<file path="config.mk">
export PLATFORM = sky130hd
export DESIGN_NAME = load_unit
export DESIGN_NICKNAME = d
export VERILOG_FILES = /design/src/rtl/load_unit.sv
export SDC_FILE = /design/constraint.sdc
export NUM_CORES = 1
export LEC_CHECK = 0
export BUFFER_PORTS_ARGS = -buffer_cell sky130_fd_sc_hd__buf_2
export CAP_MARGIN = 15
export CORE_UTILIZATION = 29
export CTS_CLUSTER_DIAMETER = 120
export DETAILED_ROUTE_END_ITERATION = 7
export PLACE_DENSITY = 0.52
export RECOVER_POWER = 25
export SLEW_MARGIN = 20
export SYNTH_ARGS = -nofsm -noshare
export SYNTH_HDL_FRONTEND = slang
export SYNTH_SLANG_ARGS = --single-unit
export TNS_END_PERCENT = 1
</file>
<file path="constraint.sdc">
create_clock -name clk_in -period 2.5 [get_ports clk_in]
set_input_delay 0.375 -clock clk_in [delete_from_list [all_inputs] [get_ports clk_in]]
set_output_delay 0.375 -clock clk_in [all_outputs]
set_load 0.03 [all_outputs]
</file>
<file path="src/rtl/load_unit.sv">
// Load unit: word-aligned dmem req/ack transaction, byte/half/word extraction, bus-error and timeout faults.
// Optional LU_MISALIGN_TRAP_EN: misaligned half/word loads trap without a memory request.
module load_unit #(
    parameter int TIMEOUT_CYCLES = 255
) (
    input  logic        clk_in,
    input  logic        rst_n_in,
    input  logic        load_valid_in,
    input  logic [31:0] load_addr_in,
    input  logic [1:0]  load_size_in,
    input  logic        load_unsigned_in,
    output logic        dmem_req_out,
    output logic [31:0] dmem_addr_out,
    input  logic        dmem_ack_in,
    input  logic        dmem_err_in,
    input  logic [31:0] dmem_rdata_in,
    output logic [31:0] lu_output_out,
    output logic        lu_done_out,
    output logic        stall_out,
    output logic        fault_out,
    output logic        misaligned_out
);
    localparam logic [1:0] S_IDLE = 2'd0;
    localparam logic [1:0] S_WAIT = 2'd1;
    localparam logic [1:0] S_RESP = 2'd2;
    localparam logic [9:0] TO_LIM = 10'(TIMEOUT_CYCLES);

    logic [1:0]  state;
    logic [1:0]  off_q;
    logic [1:0]  size_q;
    logic        uns_q;
    logic [9:0]  cnt;
    logic [9:0]  cnt_nxt;
    logic        fault_q;
    logic [31:0] result;
    logic        req_q;
    logic [31:0] daddr_q;
    logic        accept;
    logic        mis_in;
    logic [31:0] shifted;
    logic [31:0] ext;

    assign accept  = (state == S_IDLE) && load_valid_in;
    assign cnt_nxt = cnt + 10'd1;

`ifdef LU_MISALIGN_TRAP_EN
    logic mis_q;
    assign mis_in = ((load_size_in == 2'b01) && load_addr_in[0]) ||
                    (load_size_in[1] && (load_addr_in[1:0] != 2'b00));

    always_ff @(posedge clk_in or negedge rst_n_in) begin
        if (!rst_n_in)   mis_q <= 1'b0;
        else if (accept) mis_q <= mis_in;
    end

    assign misaligned_out = lu_done_out & mis_q;
`else
    assign mis_in         = 1'b0;
    assign misaligned_out = 1'b0;
`endif

    // Extraction works on the captured offset/size, so rdata only needs to be valid with ack.
    always_comb begin
        shifted = dmem_rdata_in >> {off_q, 3'b000};
        ext     = dmem_rdata_in;
        case (size_q)
            2'b00:   ext = {{24{shifted[7] & ~uns_q}}, shifted[7:0]};
            2'b01:   ext = off_q[1] ? {{16{dmem_rdata_in[31] & ~uns_q}}, dmem_rdata_in[31:16]}
                                    : {{16{dmem_rdata_in[15] & ~uns_q}}, dmem_rdata_in[15:0]};
            default: ext = dmem_rdata_in;
        endcase
    end

    always_ff @(posedge clk_in or negedge rst_n_in) begin
        if (!rst_n_in) begin
            state   <= S_IDLE;
            off_q   <= 2'b00;
            size_q  <= 2'b00;
            uns_q   <= 1'b0;
            cnt     <= 10'd0;
            fault_q <= 1'b0;
            result  <= 32'd0;
            req_q   <= 1'b0;
            daddr_q <= 32'd0;
        end else begin
            case (state)
                S_IDLE: begin
                    if (load_valid_in) begin
                        off_q   <= load_addr_in[1:0];
                        size_q  <= load_size_in;
                        uns_q   <= load_unsigned_in;
                        cnt     <= 10'd0;
                        fault_q <= 1'b0;
                        if (mis_in) begin
                            fault_q <= 1'b1;
                            result  <= 32'd0;
                            state   <= S_RESP;
                        end else begin
                            req_q   <= 1'b1;
                            daddr_q <= {load_addr_in[31:2], 2'b00};
                            state   <= S_WAIT;
                        end
                    end
                end
                S_WAIT: begin
                    // err beats ack beats timeout when they coincide
                    if (dmem_err_in || dmem_ack_in || (cnt_nxt == TO_LIM)) begin
                        req_q   <= 1'b0;
                        daddr_q <= 32'd0;
                        state   <= S_RESP;
                        if (!dmem_err_in && dmem_ack_in) begin
                            result  <= ext;
                        end else begin
                            fault_q <= 1'b1;
                            result  <= 32'd0;
                        end
                    end else begin
                        cnt <= cnt_nxt;
                    end
                end
                S_RESP:  state <= S_IDLE;
                default: state <= S_IDLE;
            endcase
        end
    end

    assign dmem_req_out  = req_q;
    assign dmem_addr_out = daddr_q;
    assign lu_output_out = result;
    assign lu_done_out   = (state == S_RESP);
    assign fault_out     = lu_done_out & fault_q;
    assign stall_out     = accept | (state == S_WAIT);

endmodule

</file>
-- Word level (Yosys, flattened, before mapping)
Cells that the tools add are included.
- shifts and indexed selects: 1
- bitwise gates (word level): 6
- eq/ne operators: 8
- $mul: 0
- magnitude comparators: 0
- reduce and logical (&&, ||, !) cells: 14
- add/subtract/negate cells: 1
- mux-type cells: 19
- divide/modulo/power cells: 0
- operators with widths (operator ; number):
    32-bit two-way mux ; 4
    32-bit case mux with 2 select lines ; 2
    32-bit by 5-bit right shift with 8-bit output ; 1
    10-bit two-way mux ; 2
    10-bit case mux with 2 select lines ; 1
    10-bit by 1-bit adder with 10-bit output, second input constant ; 1
    10-bit by 8-bit equality test with 1-bit output, second input constant ; 1
    2-bit inequality test, second input constant ; 4
    2-bit AND reduction ; 3
    3-bit AND reduction ; 2
    1-bit two-way mux ; 5
    1-bit AND ; 4
    2-bit by 1-bit equality test with 1-bit output, second input constant ; 2
    2-bit logical NOT ; 2
    2-bit two-way mux ; 2
    1-bit case mux with 2 select lines ; 2
    2-bit case mux with 2 select lines ; 1
    4-bit AND reduction ; 1
    2-bit equality test, second input constant ; 1
    1-bit logical AND ; 2
    1-bit logical OR ; 2
    2-bit nonzero test ; 1
    1-bit logical NOT ; 1
    1-bit inverter ; 1
    1-bit bitwise OR ; 1
- register bits: 83
- memory bits (read-only): 0
- bits in writable memories: 0
- bits in latches: 0
- input port bits: 72
- word-level logic and storage cells: 58
- output and inout bits: 69
- memories kept: 0

-- Depth between registers and ports, before layout
- depth in word-level cells: 5
- depth in mapped cells: 11
- mapped depth without buffers: 8

-- Worst setup path before layout
Ideal clock, no wire load.
- kind: register to register
- start: register cnt[0]
- end: register result[14], in the netlist lu_output_out[14]
- clock period less this slack: 1.982 ns
- arrival time: 1.858 ns
- stages on the path, launching flop included: 9
- buffers on the path: 2
- setup time: 0.124 ns
- path slack: 0.518 ns
- required time: 2.376 ns
- cell sequence: dfrtp_1 > ha_1 > nand3_2 > nor3_2 > o2111ai_4 > a21o_1 > buf_6 > buf_6 > a211o_1
- word-level cells in the longest chain between the ends: 4
- ends and longest elaborated chain (element ; RTL line ; text):
    start: declaration ; 32 ; logic [9:0] cnt;
    start signal: assignment ; 118 ; cnt <= cnt_nxt;
    10-bit by 1-bit adder with 10-bit output ; 44 ; assign cnt_nxt = cnt + 10'd1;
    10-bit by 8-bit equality test with 1-bit output ; 107 ; if (dmem_err_in || dmem_ack_in || (cnt_nxt == TO_LIM)) begin
    1-bit logical OR ; 107 ;
    2-bit AND reduction (no line) ; - ;
    end signal: assignment ; 112 ; result <= ext;
    end: declaration ; 35 ; logic [31:0] result;
Every way passes these cells.
A chain may end at the register's enable or synchronous reset.

-- Worst setup path in the final report
- start: register cnt[1]
- end: register daddr_q[5], in the netlist dmem_addr_out[5]
- word-level cells in the longest chain between the ends: 5
- ends and longest elaborated chain (element ; RTL line ; text):
    10-bit by 1-bit adder with 10-bit output ; 44 ;
    10-bit by 8-bit equality test with 1-bit output ; 107 ;
    1-bit logical OR ; 107 ;
    2-bit inequality test (no line) ; - ;
    3-bit AND reduction (no line) ; - ;
    end signal: assignment ; 100 ; daddr_q <= {load_addr_in[31:2], 2'b00};
    end: declaration ; 37 ; logic [31:0] daddr_q;
Every way passes these cells.

==> flow_summary.ini <==
[route]
vias_per_cell = 4.92
drc = 0
route.final.wire_length_um = 11300
num_vias = 3663
dr.pass1.iters = 4
wire_per_inst_um = 15.2
ant_nets = 0
drtIter0Drc = 238

[worst_setup_path]
cp_slowest_stage_delay_ns = 0.42
cp_num_cells = 8
worstPathRequired_ns = 2.72
reg2reg_depth = 8
worstPathArrival_ns = 2.50
critPathTopFamily = compound AO/OA/AOI/OAI gates
cp_max_fo = 14
path_cells = ha_1 > nand3_2 > nor3_2 > o2111ai_4 > a21o_1 > inv_2 > buf_4 > a21oi_1
cp-end-kind = register
critical_path_class = register to register
cp_slowest_cell = dfrtp_1
critPathLaunchType = register
cp_num_buf_inv = 2

[timing]
rsz0062_at_grt = false
slew_viol_final = 0
finalClockSkew_ns = 0.00559
finalCritPeriodShare_pct = 91.1
worst_pin_slew_ns = 1.08
finalCriticalPeriod_ns = 2.28
whs_ns = 0.230
relSlewSlack_pct = 27.7
hold_violations = 0
finalSetupViolations = 0
finalSetupTns_ns = 0
fmax_mhz = 439

[logic_synthesis]
async_flop_share_pct = 100
syn_avg_cell_area_um2 = 9.46
synthTopCellsByArea = dfrtp_1 (50%), nand2_1 (8.8%), a21oi_1 (5.5%)
yosysUniqueCellTypes = 49
synth-edff-count = 0
syn-instance-count = 429
ys_seq_area_share_pct = 49.9
synth_warnings = 0
synth.cell_area_um2 = 4060
ys_ff_latch = 81
yosys_most_used_dff = dfrtp_1
synth_top_area_share_pct = 49.9
yosysTopAreaCell = dfrtp_1

[clocking]
clock_latency_ns = 0.34
cts_setup_buffers = 0
clock-root-buffer = clkbuf_16
clk_path_buf_depth = 2
cts_max_level = 3
cts_resized = 0
clk_pin_slew_worst_paths_ns = 0.06
numCtsBuffers = 9
clock-sinks = 81
cts_tree = built

[status]
status = finished clean

[die]
initial_core_util_pct = 30.2
io_pins = 141
die_h_um = 120
rows = 42
coreArea_um2 = 13500
die_area_um2 = 14500
die_x_um = 120

[power_and_ir_drop]
combPwrFrac_pct = 40.5
leakagePower_uw = 0.00267
clockPowerShare_pct = 25.1
cellPowerDensity_nw_per_um2 = 1100
swShare_pct = 41.2
pwr-share-seq_pct = 34.5
p_sw_uw = 2380
power.internal_uw = 3400
ir_drop_uv = 594

[global_route]
grt_max_degree = 63
gr-total-overflow = 0
first_global_vias = 3720
grt_pass1_wl_um = 18500
antenna_found_initial = 1
grt_usage_pct = 16.4

[worst_hold_path]
hold_path.class = input pin to register
min_path_cells = 3

[cells_and_area]
design_area_um2 = 5280
drive_above_1_share_pct = 32.7
syn_to_final_growth_pct = 29.9
fin_util_pct = 39.2
nNetsFinal = 637
fill_cells = 1439

[run]
cap_viol_max_count = 0

[place]
postPlaceCellArea_um2 = 4930
hpwl_um = 8550
finalWeightedCongestion = 0.872
numPortBuffers = 137
-- cell type report --
class | count | area (um^2) | share of cell area [%]
inverters | 13 | 48.8 | 0.925
multi-input cells | 306 | 1820 | 34.5
repair buffers | 152 | 825 | 15.6
clock inverters | 5 | 77.6 | 1.47
diodes | 1 | 2.50 | 0.0474
clock buffers | 11 | 253 | 4.79
flip-flops and latches | 81 | 2030 | 38.4
well taps | 176 | 220 | 4.17
-- cell families after synthesis --
group | synth area share, %
simple gates | 21.0
buf+inv | 5.39
fa+ha+maj | 0.616
compound gates | 20.8
xor+xnor | 0.616
flops | 49.9
mux | 1.57
other cells | 0.0924
-- flip-flops by register name, indices dropped and copies added, names as in the netlist, 2 cells and up --
| signal | flops |
|---|---|
| size_q | 2 |
| lu_output_out | 32 |
| state | 2 |
| dmem_addr_out | 30 |
| off_q | 2 |
| cnt | 10 |
-- final timing paths --
kind	from	end	slack [ns]
worst max-delay path	cnt[1]$_DFFE_PN0P_	dmem_addr_out[5]$_DFFE_PN0P_	0.22
worst min-delay path	load_size_in[0]	size_q[0]$_DFFE_PN0P_	0.23
worst max register to register	cnt[1]$_DFFE_PN0P_	dmem_addr_out[5]$_DFFE_PN0P_	0.22
worst min register to register	lu_output_out[14]$_DFFE_PN0P_	lu_output_out[14]$_DFFE_PN0P_	0.48
max in group asynchronous	rst_n_in	lu_output_out[15]$_DFFE_PN0P_	0.83
min in group asynchronous	rst_n_in	lu_output_out[29]$_DFFE_PN0P_	0.76
-- cells in the final DEF, fill, tap and decap left out, drive strengths merged, types with 2 or more instances in the layout --
cell type | synthesis | routed
nor2b | 13 | 13
bufinv | 0 | 2
a221oi | 2 | 2
clkinv | 1 | 3
ha | 2 | 2
nand2 | 95 | 95
a22o | 18 | 18
and2 | 4 | 4
conb | 1 | 3
a21oi | 55 | 55
nor3b | 7 | 7
nand2b | 25 | 25
inv | 12 | 12
a211o | 9 | 9
and3 | 2 | 2
mux2i | 3 | 3
a31oi | 7 | 7
clkbuf | 16 | 12
buf | 15 | 150
a21o | 3 | 3
o21ai | 13 | 13
dfrtp | 81 | 81
nand4 | 2 | 2
nand3 | 4 | 4
o221ai | 7 | 7
nor4 | 2 | 2
nor3 | 7 | 7
o21a | 2 | 2
nor2 | 9 | 9
-- worst register-to-register path, stage by stage (launching register included) --
cell and delay, ns:
dfrtp_1 0.42, ha_1 0.26, nand3_2 0.14, nor3_2 0.35
o2111ai_4 0.20, a21o_1 0.25, inv_2 0.26, buf_4 0.24
a21oi_1 0.06
-- power by group through the flow --
stage               Sequential (uW)  Combinational (uW)  Clock (uW)
detailed placement             2020                2370           0
global placement               2000                2330           0
CTS                            2000                2370        1500
floorplan                      2670                 960           0
finish                         1990                2340        1450
global route                   2050                2540        1560
-- cells in the mapped netlist (2+ instances only) --
cell type and instances:
o221ai_1 7, and2_1 4, a22o_1 18, buf_2 4
nand4_1 2, nand2_1 95, a31oi_1 7, buf_4 5
a21o_1 3, dfrtp_1 81, ha_1 2, inv_1 11
and3_1 2, o21ai_0 13, nor2_1 9, nand3_1 3
nor3_1 6, a211o_1 9, nand2b_1 25, clkbuf_1 16
o21a_1 2, buf_1 2, mux2i_1 3, a21oi_2 10
a21oi_1 45, nor2b_1 13, buf_6 4, nor3b_1 7
-- through the flow --
step,power (uW),instances,setup slack [ns]
finish,5780,745,0.222
detailed placement,4390,726,0.238
floorplan,3630,431,0.518
CTS,5870,743,0.233
global route,6150,744,0.0423
global placement,4330,726,0.351
-- per-layer routing --
| metal | track usage (%) | routed length [um] | up-vias |
|---|---|---|---|
| met3 | 5.75 | 1030 | 14 |
| met2 | 26.9 | 5370 | 138 |
| met5 | 0 | 0 | - |
| met4 | 4.86 | 107 | 0 |
| li1 | - | - | 1747 |
| met1 | 20.2 | 4850 | 1764 |
-- repair_timing --
action / in CTS / in global routing
hold buffers: 1 / 0
endpoints found under the hold margin: 19 / 0
endpoints found under the setup margin: 0 / 0
No activity file was read; power rests on OpenSTA's default activity.
